### src/rtl/qk_accum_pkg.sv
// rtl/qk_accum_pkg.sv - shared types, default widths and output formatting for the Q*K accumulator
package qk_accum_pkg;

  localparam int DEF_WIDTH     = 8;
  localparam int DEF_CH        = 16;
  localparam int DEF_FRAC_BITS = 8;
  localparam int DEF_ACC_W     = 32;
  localparam int DEF_OUT_W     = 16;
  localparam int DEF_SAT_EN    = 1;
  localparam int DEF_MAX_BEATS = 16;
  localparam int DEF_CW        = $clog2(DEF_MAX_BEATS + 1);

  // Formatting works on a wide signed value so one function serves any ACC_W/OUT_W <= 64
  localparam int FMT_W = 64;

  typedef enum logic {
    ST_IDLE  = 1'b0,
    ST_ACCUM = 1'b1
  } acc_state_t;

  typedef struct packed {
    logic             ovf;
    logic [FMT_W-1:0] value;
  } fmt_t;

  // Range-check a sum against a signed out_w-bit window; clamp or wrap, and flag overflow either way
  function automatic fmt_t sat_fmt(input logic signed [FMT_W-1:0] sum,
                                   input int out_w,
                                   input bit sat_en);
    logic signed [FMT_W-1:0] hi;
    logic signed [FMT_W-1:0] lo;
    fmt_t r;
    hi = $signed((64'd1 << (out_w - 1)) - 64'd1);
    lo = ~hi;
    r.ovf   = (sum > hi) || (sum < lo);
    r.value = sum;
    if (sat_en && (sum > hi)) begin
      r.value = hi;
    end else if (sat_en && (sum < lo)) begin
      r.value = lo;
    end
    return r;
  endfunction

endpackage

### src/rtl/qk_lane_combine.sv
// rtl/qk_lane_combine.sv - one channel: combined partial-product term, running sum and output format
module qk_lane_combine
  import qk_accum_pkg::*;
#(
  parameter int WIDTH     = DEF_WIDTH,
  parameter int FRAC_BITS = DEF_FRAC_BITS,
  parameter int ACC_W     = DEF_ACC_W,
  parameter int OUT_W     = DEF_OUT_W,
  parameter int SAT_EN    = DEF_SAT_EN
) (
  input  logic signed [2*WIDTH-1:0] int_p,
  input  logic signed [2*WIDTH-1:0] frac1,
  input  logic signed [2*WIDTH-1:0] frac2,
  input  logic signed [ACC_W-1:0]   acc,
  input  logic                      open,
  output logic signed [ACC_W-1:0]   sum,
  output logic        [OUT_W-1:0]   fmt_val,
  output logic                      fmt_ovf
);

  logic signed [ACC_W-1:0] term;
  fmt_t                    fmt_r;
  logic                    unused_hi;

  // Sign-extend all three products to ACC_W, align the Int product, add onto the open accumulator
  always_comb begin
    term      = (ACC_W'(int_p) <<< FRAC_BITS) + ACC_W'(frac1) + ACC_W'(frac2);
    sum       = (open ? acc : '0) + term;
    fmt_r     = sat_fmt(FMT_W'(sum), OUT_W, SAT_EN != 0);
    fmt_val   = fmt_r.value[OUT_W-1:0];
    fmt_ovf   = fmt_r.ovf;
    unused_hi = ^fmt_r.value[FMT_W-1:OUT_W];
  end

endmodule

### src/rtl/qk_partial_accum.sv
// rtl/qk_partial_accum.sv - multi-beat Q*K partial-product accumulator with valid/ready result register
module qk_partial_accum
  import qk_accum_pkg::*;
#(
  parameter int WIDTH     = DEF_WIDTH,
  parameter int CH        = DEF_CH,
  parameter int FRAC_BITS = DEF_FRAC_BITS,
  parameter int ACC_W     = DEF_ACC_W,
  parameter int OUT_W     = DEF_OUT_W,
  parameter int SAT_EN    = DEF_SAT_EN,
  parameter int MAX_BEATS = DEF_MAX_BEATS
) (
  input  logic                               clk,
  input  logic                               _reset,
  input  logic                               flush,
  input  logic                               in_valid,
  output logic                               in_ready,
  input  logic                               in_last,
  input  logic [CH*2*WIDTH-1:0]              int_vec,
  input  logic [CH*2*WIDTH-1:0]              frac1_vec,
  input  logic [CH*2*WIDTH-1:0]              frac2_vec,
  output logic                               out_valid,
  input  logic                               out_ready,
  output logic [CH*OUT_W-1:0]                out_data,
  output logic [CH-1:0]                      out_sat,
  output logic [$clog2(MAX_BEATS+1)-1:0]     beat_cnt,
  output logic                               err
);

  localparam int CW = $clog2(MAX_BEATS + 1);
  localparam int PW = 2 * WIDTH;

  acc_state_t                   state;
  acc_state_t                   state_nxt;
  logic [CH-1:0][ACC_W-1:0]     acc;
  logic [CH-1:0][ACC_W-1:0]     sum;
  logic [CH-1:0][OUT_W-1:0]     fmt_val;
  logic [CH-1:0]                fmt_ovf;
  logic                         open;
  logic                         accept;
  logic                         force_close;
  logic                         close;
  logic [CW-1:0]                cnt_inc;

  assign open        = (state == ST_ACCUM);
  // Combinational ready lets a beat land in the same cycle the pending result drains
  assign in_ready    = !flush && (!out_valid || out_ready);
  assign accept      = in_valid && in_ready;
  assign cnt_inc     = beat_cnt + 1'b1;
  assign force_close = (cnt_inc == CW'(MAX_BEATS));
  assign close       = accept && (in_last || force_close);

  for (genvar i = 0; i < CH; i++) begin : g_lane
    qk_lane_combine #(
      .WIDTH     (WIDTH),
      .FRAC_BITS (FRAC_BITS),
      .ACC_W     (ACC_W),
      .OUT_W     (OUT_W),
      .SAT_EN    (SAT_EN)
    ) u_lane (
      .int_p   (int_vec[i*PW +: PW]),
      .frac1   (frac1_vec[i*PW +: PW]),
      .frac2   (frac2_vec[i*PW +: PW]),
      .acc     (acc[i]),
      .open    (open),
      .sum     (sum[i]),
      .fmt_val (fmt_val[i]),
      .fmt_ovf (fmt_ovf[i])
    );
  end

  // Packet state register
  always_ff @(posedge clk or negedge _reset) begin
    if (!_reset) begin
      state <= ST_IDLE;
    end else begin
      state <= state_nxt;
    end
  end

  // Next packet state: open on a non-closing beat, return to idle on close or flush
  always_comb begin
    state_nxt = state;
    if (flush) begin
      state_nxt = ST_IDLE;
    end else if (accept) begin
      state_nxt = close ? ST_IDLE : ST_ACCUM;
    end
  end

  // Accumulators, beat counter and sticky forced-close error
  always_ff @(posedge clk or negedge _reset) begin
    if (!_reset) begin
      acc      <= '0;
      beat_cnt <= '0;
      err      <= 1'b0;
    end else if (flush) begin
      acc      <= '0;
      beat_cnt <= '0;
      err      <= 1'b0;
    end else if (accept) begin
      if (close) begin
        acc      <= '0;
        beat_cnt <= '0;
        if (!in_last) begin
          err <= 1'b1;
        end
      end else begin
        acc      <= sum;
        beat_cnt <= cnt_inc;
      end
    end
  end

  // Result register: a closing beat loads it, otherwise it drains on out_ready
  always_ff @(posedge clk or negedge _reset) begin
    if (!_reset) begin
      out_valid <= 1'b0;
      out_data  <= '0;
      out_sat   <= '0;
    end else if (close) begin
      out_valid <= 1'b1;
      out_data  <= fmt_val;
      out_sat   <= fmt_ovf;
    end else if (out_ready) begin
      out_valid <= 1'b0;
    end
  end

endmodule

### config.mk
export PLATFORM = sky130hd
export DESIGN_NAME = qk_partial_accum
export DESIGN_NICKNAME = d
export VERILOG_FILES = /design/src/rtl/qk_accum_pkg.sv /design/src/rtl/qk_lane_combine.sv /design/src/rtl/qk_partial_accum.sv
export SDC_FILE = /design/constraint.sdc
export NUM_CORES = 2
export LEC_CHECK = 0
export CORE_ASPECT_RATIO = 0.5
export CORE_UTILIZATION = 58
export DETAILED_ROUTE_END_ITERATION = 7
export PLACE_DENSITY = 0.93
export SLEW_MARGIN = 10
export SYNTH_ARGS = -nofsm -noshare
export SYNTH_HDL_FRONTEND = slang
export SYNTH_SLANG_ARGS = --single-unit
export TNS_END_PERCENT = 5
### constraint.sdc
create_clock -name clk -period 8.5 [get_ports clk]
set_input_delay 1.7 -clock clk [delete_from_list [all_inputs] [get_ports clk]]
set_output_delay 1.7 -clock clk [all_outputs]
set_load 0.005 [all_outputs]
======== Word-level counts from Yosys, hierarchy flattened ========
Index checks and enable logic that the tools add are counted.
storage, ports and cells
  output and inout port bits .............. 280
  flip-flop bits (word level) ............. 792
  word-level logic and storage cells ...... 195
  bits of input ports ..................... 774
cells by class
  $add $sub $neg .......................... 49
  magnitude comparators ................... 32
  reduce and logical (&&, ||, !) cells .... 27
  multiplexer cells ....................... 63
  equality and inequality tests ........... 2
operator list
  cell                    count
  $mux W512               3
  $add A32 B32 Y32        16
  $gt A32 B16 Y1 const B  16
  $lt A32 B16 Y1 const B  16
  $mux W16                32
  $mux W32                16
  $add A25 B16 Y26        16
  $add A24 B16 Y25        16
  $logic_or A1 B1 Y1      18
  $mux W5                 3
  $mux W1                 9
  $reduce_bool A2 Y1      3
  $add A5 B1 Y5 const B   1
  $eq A5 B5 Y1 const B    1
  $logic_and A1 B1 Y1     3
  $reduce_and A3 Y1       1
  $logic_not A1 Y1        2
  $ne A2 B2 Y1 const B    1

======== Depth between registers and ports, before layout ========
  word-level depth ........................ 8
  gate-level depth with buffers ........... 33

======== By module ========
From an unflattened synthesis, not the netlist that was laid out.
second synthesis, totals
  cell total of the unflattened synthesis .. 10990
  area, all modules ....................... 94520.7 um^2
by module, submodules not included
  module                                   cells each  instances  area each (um^2)
  qk_partial_accum                         2897        1          32711.4
  qk_lane_combine (g_lane[11].u_lane ...)  487         8          3711.1
  qk_lane_combine (g_lane[0].u_lane ...)   513         4          3956.3
  qk_lane_combine (g_lane[10].u_lane)      576         1          4227.8
  qk_lane_combine (g_lane[9].u_lane)       522         1          4092.7
  qk_lane_combine (g_lane[7].u_lane)       533         1          4008.8
  qk_lane_combine (g_lane[8].u_lane)       514         1          3966.3

======== Worst setup path before layout ========
OpenSTA, ideal clock, no wires.
  kind .................................... input-to-reg
  start point ............................. input int_vec[225]
  end point ............................... register out_data[232]
  stages on the path ...................... 30
  arrival ................................. 7697 ps
  buffers on the path ..................... 1
  path slack .............................. 680 ps
  setup time .............................. 123 ps
  data required time ...................... 8377 ps
  cells stage by stage .................... inv_1 -> fa_1 -> inv_1 -> ha_1 -> a21o_1 -> a21oi_1 -> nor2b_1 -> or2_0 -> a221o_1 -> or2_2 -> and3_1 -> o21ai_0 -> a21boi_0 -> o21ai_0 -> and3_1 -> nor2_1 -> ha_1 -> nand2_1 -> nor2_1 -> nand2_1 -> or4b_1 -> a21oi_1 -> a21o_1 -> a21oi_1 -> xnor2_1 -> or4_1 -> o41ai_2 -> nand2_2 -> buf_6 -> o221a_1
between the ends
  cells in the longest elaborated chain, start to end .. 6
  elaborated cells between the ends (all ways) .. 7
  classes of those cells .................. 3 x add/sub; 2 x order compare; 2 x mux
ends and longest elaborated chain
  item                  line                     text
  start, declared       qk_partial_accum.sv:19   input logic [CH*2*WIDTH-1:0] int_vec,
  $add A24 B16 Y25 *    qk_lane_combine.sv:27    term = (ACC_W'(int_p) <<< FRAC_BITS) + ACC_W'(frac1) + ACC_W'(frac2);
  $add A25 B16 Y26 *    qk_lane_combine.sv:27
  $add A32 B32 Y32 *    qk_lane_combine.sv:28    sum = (open ? acc : '0) + term;
  $lt A32 B16 Y1        qk_accum_pkg.sv:39       end else if (sat_en && (sum < lo)) begin
  $mux W16              qk_accum_pkg.sv:39
  $mux W16 *            qk_accum_pkg.sv:37       if (sat_en && (sum > hi)) begin
  end signal, assigned  qk_partial_accum.sv:123  out_data <= fmt_val;
  end, declared         qk_partial_accum.sv:24   output logic [CH*OUT_W-1:0] out_data,
Mark *: on every way between the ends. The rest lies on a longest branch, timed or not.
A chain may end at the register's enable or synchronous reset.

======== Worst setup path after layout ========
  start point ............................. input frac1_vec[209]
  end point ............................... register out_data[212]
between the ends
  cells in the longest elaborated chain, start to end .. 6
  elaborated cells between the ends (all ways) .. 7
  classes of those cells .................. 3 x add/sub; 2 x order compare; 2 x mux
ends and longest elaborated chain
  item                line                    text
  start, declared     qk_partial_accum.sv:20  input logic [CH*2*WIDTH-1:0] frac1_vec,
  $add A24 B16 Y25 *  qk_lane_combine.sv:27
  $add A25 B16 Y26 *  qk_lane_combine.sv:27
  $add A32 B32 Y32 *  qk_lane_combine.sv:28
  $lt A32 B16 Y1      qk_accum_pkg.sv:39
  $mux W16            qk_accum_pkg.sv:39
  $mux W16 *          qk_accum_pkg.sv:37
Marks and branches as above.

==> impl_metrics.yaml <==
synthesis:
  ys.flop_type: "dfrtp_1"
  yosys.cell_types.count: 124
  yosys-top-cells-area: "dfrtp_1, ha_1, fa_1, xnor2_1, a21oi_1"
  synth-edff-count: 0
  synth_nets: 11700
  netlist_instances: 9581
  ys.warnings.count: 0
  synthArstFlopShare_pct: 100
  netlist.top_cell.by_area: "dfrtp_1"
  ys_ff_latch: 792
  syn_area_um2: 83700
  yosysSeqAreaShare_pct: 23.7
  yosysTopAreaCellShare_pct: 23.7
  avgSynthCellArea_um2: 8.74
sta:
  rsz0062_at_grt: "no"
  layout_min_cycle_time_ns: 8.28
  hold_viol_final: 0
  fin_ws_ns: 0.216
  fmax_ghz: 0.121
  fin_skew_ns: 0.0307
  timing.final.crit_share_pct: 97.5
  worst_pin_slew_ns: 1.06
  slew_headroom_pct: 29.4
  hold-worst-slack_ns: 0.473
  setup_viol: 0
  final_max_slew_viol_count: 0
detailed_routing:
  highest_layer: "met5"
  first_iter_violations: 6715
  met1_length_mm: 106
  wl_mm: 266
  via_per_inst: 6.30
  first_pass_iters: 6
  wl_met3_mm: 20.8
  routed-wl-met2_mm: 123
  wire_per_inst_um: 21.0
  vias: 79700
  post-route-drc-count: 0
  ant_nets: 0
floorplanning:
  fp.dieW_um: 539
  design.core.area_um2: 143000
  die_area_um2: 146000
  die_h_um: 271
  rows: 98
  initial_core_util_pct: 58.5
  num_io_pins: 1054
worst_hold_path:
  whs_path_depth: 2
  hp-class: "reg -> reg"
setup_path:
  slowest_stage: "o41a_1"
  ff2ff_setup_slack_ns: 2.47
  crit_fanout: 15
  crit_path_start_kind: "input port"
  slowest_delay_ns: 0.64
  worst_setup_path_end_kind: "flop"
  worst_path_most_repeated_cell: "a21oi_1"
  crit_type: "in -> reg"
  cp.arrival_ns: 8.90
  cp.required_ns: 9.11
  r2r_cells: 18
final_layout:
  fillers: 10200
  multi_input_area_um2: 60800
  regArea_um2: 19800
  post-route-util_pct: 70.4
  fin_nets: 12800
  mostFrequentLayoutCells: "clkdlybuf4s50_1, ha_1, dfrtp_1"
  final_layout_size_suffix_gt1_share_pct: 5.37
  area_delta_synth_final_pct: 20.4
  layout_commonest_cell: "clkdlybuf4s50_1"
  stdcell_count: 12700
power_and_ir_drop:
  p_leak_nw: 47.6
  power.switching_mw: 8.88
  seqPwrFrac_pct: 23.8
  vdd_drop_max_mv: 0.157
  power.density_nw_per_um2: 207
  power.share.switching_pct: 42.5
  total_power_mw: 20.9
  p_int_mw: 12.0
  p_clk_share_pct: 20.1
  combPwrFrac_pct: 56.1
placement:
  pre_cts_slack_ns: -0.254
  placed_cells: 12500
  dp_hpwl_mm: 202
  io_buffers: 1053
  gp_congestion: 0.962
global_route:
  grt_start_max_net_pins: 176
  grt_pass1_vias: 79800
  track_usage_pct: 35.4
  grt.overflow.total: 0
  antenna_found_initial: 26
  grt_pass1_wl_mm: 422
cts:
  cts_made_buffers: 83
  clock_path_buffers: 3
  path_clk_slew_ns: 0.07
  cts_tree: "done"
  clkSinkCount: 792
  cts.htree.levels: 3
  cts_root_buf: "clkbuf_16"
  insertion_delay_ns: 0.71
job:
  cap_violations: 0
status:
  status: "finished clean"
==> worst paths after layout <==
kind / end / from
setup / recovery: out_data[212]$_DFFE_PN0P_ / frac1_vec[209]
hold / removal: acc[316]$_DFFE_PN0P_ / acc[316]$_DFFE_PN0P_
setup reg to reg: out_data[197]$_DFFE_PN0P_ / open$_DFFE_PN0P_
hold reg to reg: acc[316]$_DFFE_PN0P_ / acc[316]$_DFFE_PN0P_
max in group asynchronous: acc[363]$_DFFE_PN0P_ / _reset
min in group asynchronous: out_data[89]$_DFFE_PN0P_ / _reset
==> worst max-delay path, delay by kind of cell <==
kind	cells	cell delay (ns)
adders and majority gates	4	1.31
xor gates and xnor gates	2	0.32
buffers and inverters	1	0.46
AOI/OAI and AO/OA	17	4.19
and+or+nand+nor	5	0.87
==> sequential cells by signal, indices dropped and copies added (netlist names) <==
signal / count
beat_cnt: 5
err: 1
out_data: 256
out_valid: 1
acc: 512
out_sat: 16
open: 1
==> power groups by stage <==
stage / combinational [mW] / sequential, mW / clock [mW]
after floorplan: 7.21 / 4.87 / 0
after detailed placement: 11.4 / 4.99 / 0
after CTS: 11.5 / 4.95 / 4.19
final: 11.7 / 4.97 / 4.19
after global placement: 11.0 / 4.98 / 0
after global routing: 12.7 / 5.03 / 4.34
==> area by class of cell <==
| class | count | share of cell area [%] |
|---|---|---|
| Clock buffer | 102 | 2.32 |
| Inverter | 556 | 2.07 |
| Tap cell | 1900 | 2.36 |
| Multi-Input combinational cell | 7939 | 60.3 |
| Sequential cell | 792 | 19.7 |
| Clock inverter | 50 | 0.667 |
| Antenna cell | 22 | 0.0546 |
| Timing Repair Buffer | 1291 | 12.6 |
==> cell usage after synthesis, types with 41 or more instances <==
library cell / count
nand3_1: 147
nor3_1: 163
and2_1: 530
a21o_1: 324
o31ai_1: 41
o21a_1: 124
o211ai_1: 48
and3_1: 87
nand4_1: 81
inv_1: 554
o21bai_1: 122
nand2_1: 646
o21ai_0: 589
dfrtp_1: 792
xor2_1: 204
o22ai_1: 47
clkbuf_1: 256
ha_1: 1041
fa_1: 288
a21oi_1: 724
nor2b_1: 124
or3_1: 55
a211oi_1: 45
xnor2_1: 544
nand2b_1: 154
nor2_1: 594
a22o_1: 380
nor4_1: 45
a31oi_1: 93
==> stage by stage <==
step / setup TNS [ns] / cell area (um^2)
2_1_floorplan: 0 / 83700
3_3_place_gp: -0.0269 / 97700
3_5_place_dp: -12.71 / 97700
4_1_cts: 0 / 101000
5_1_grt: 0 / 101000
6_report: 0 / 101000
==> metal layers <==
metal	vias to the layer above	GRT usage (%)
met5	-	0
met4	12	19.3
met3	911	7.21
met2	3427	58.3
met1	38500	43.7
li1	36800	-
==> repair_timing <==
action / CTS / global route
setup endpoints to repair: 0 / 67
setup buffers: 0 / 1
resized for setup: 0 / 12
hold buffers: 0 / 0
==> cells by family (layout without fill, tap and decap cells) <==
kind of cell    count (synthesis)  after routing  synth area share [%]
compound gates               3033           3033                  24.6
simple gates                 2810           2810                  17.2
fa+ha+maj                    1330           1330                  22.5
buf+inv                       850           1999                  3.89
flops                         792            792                  23.7
xor+xnor                      752            752                  7.92
mux                            14             14                 0.188
other cells                     0             22                     0
Note: power is estimated with default switching activity, not from simulation.
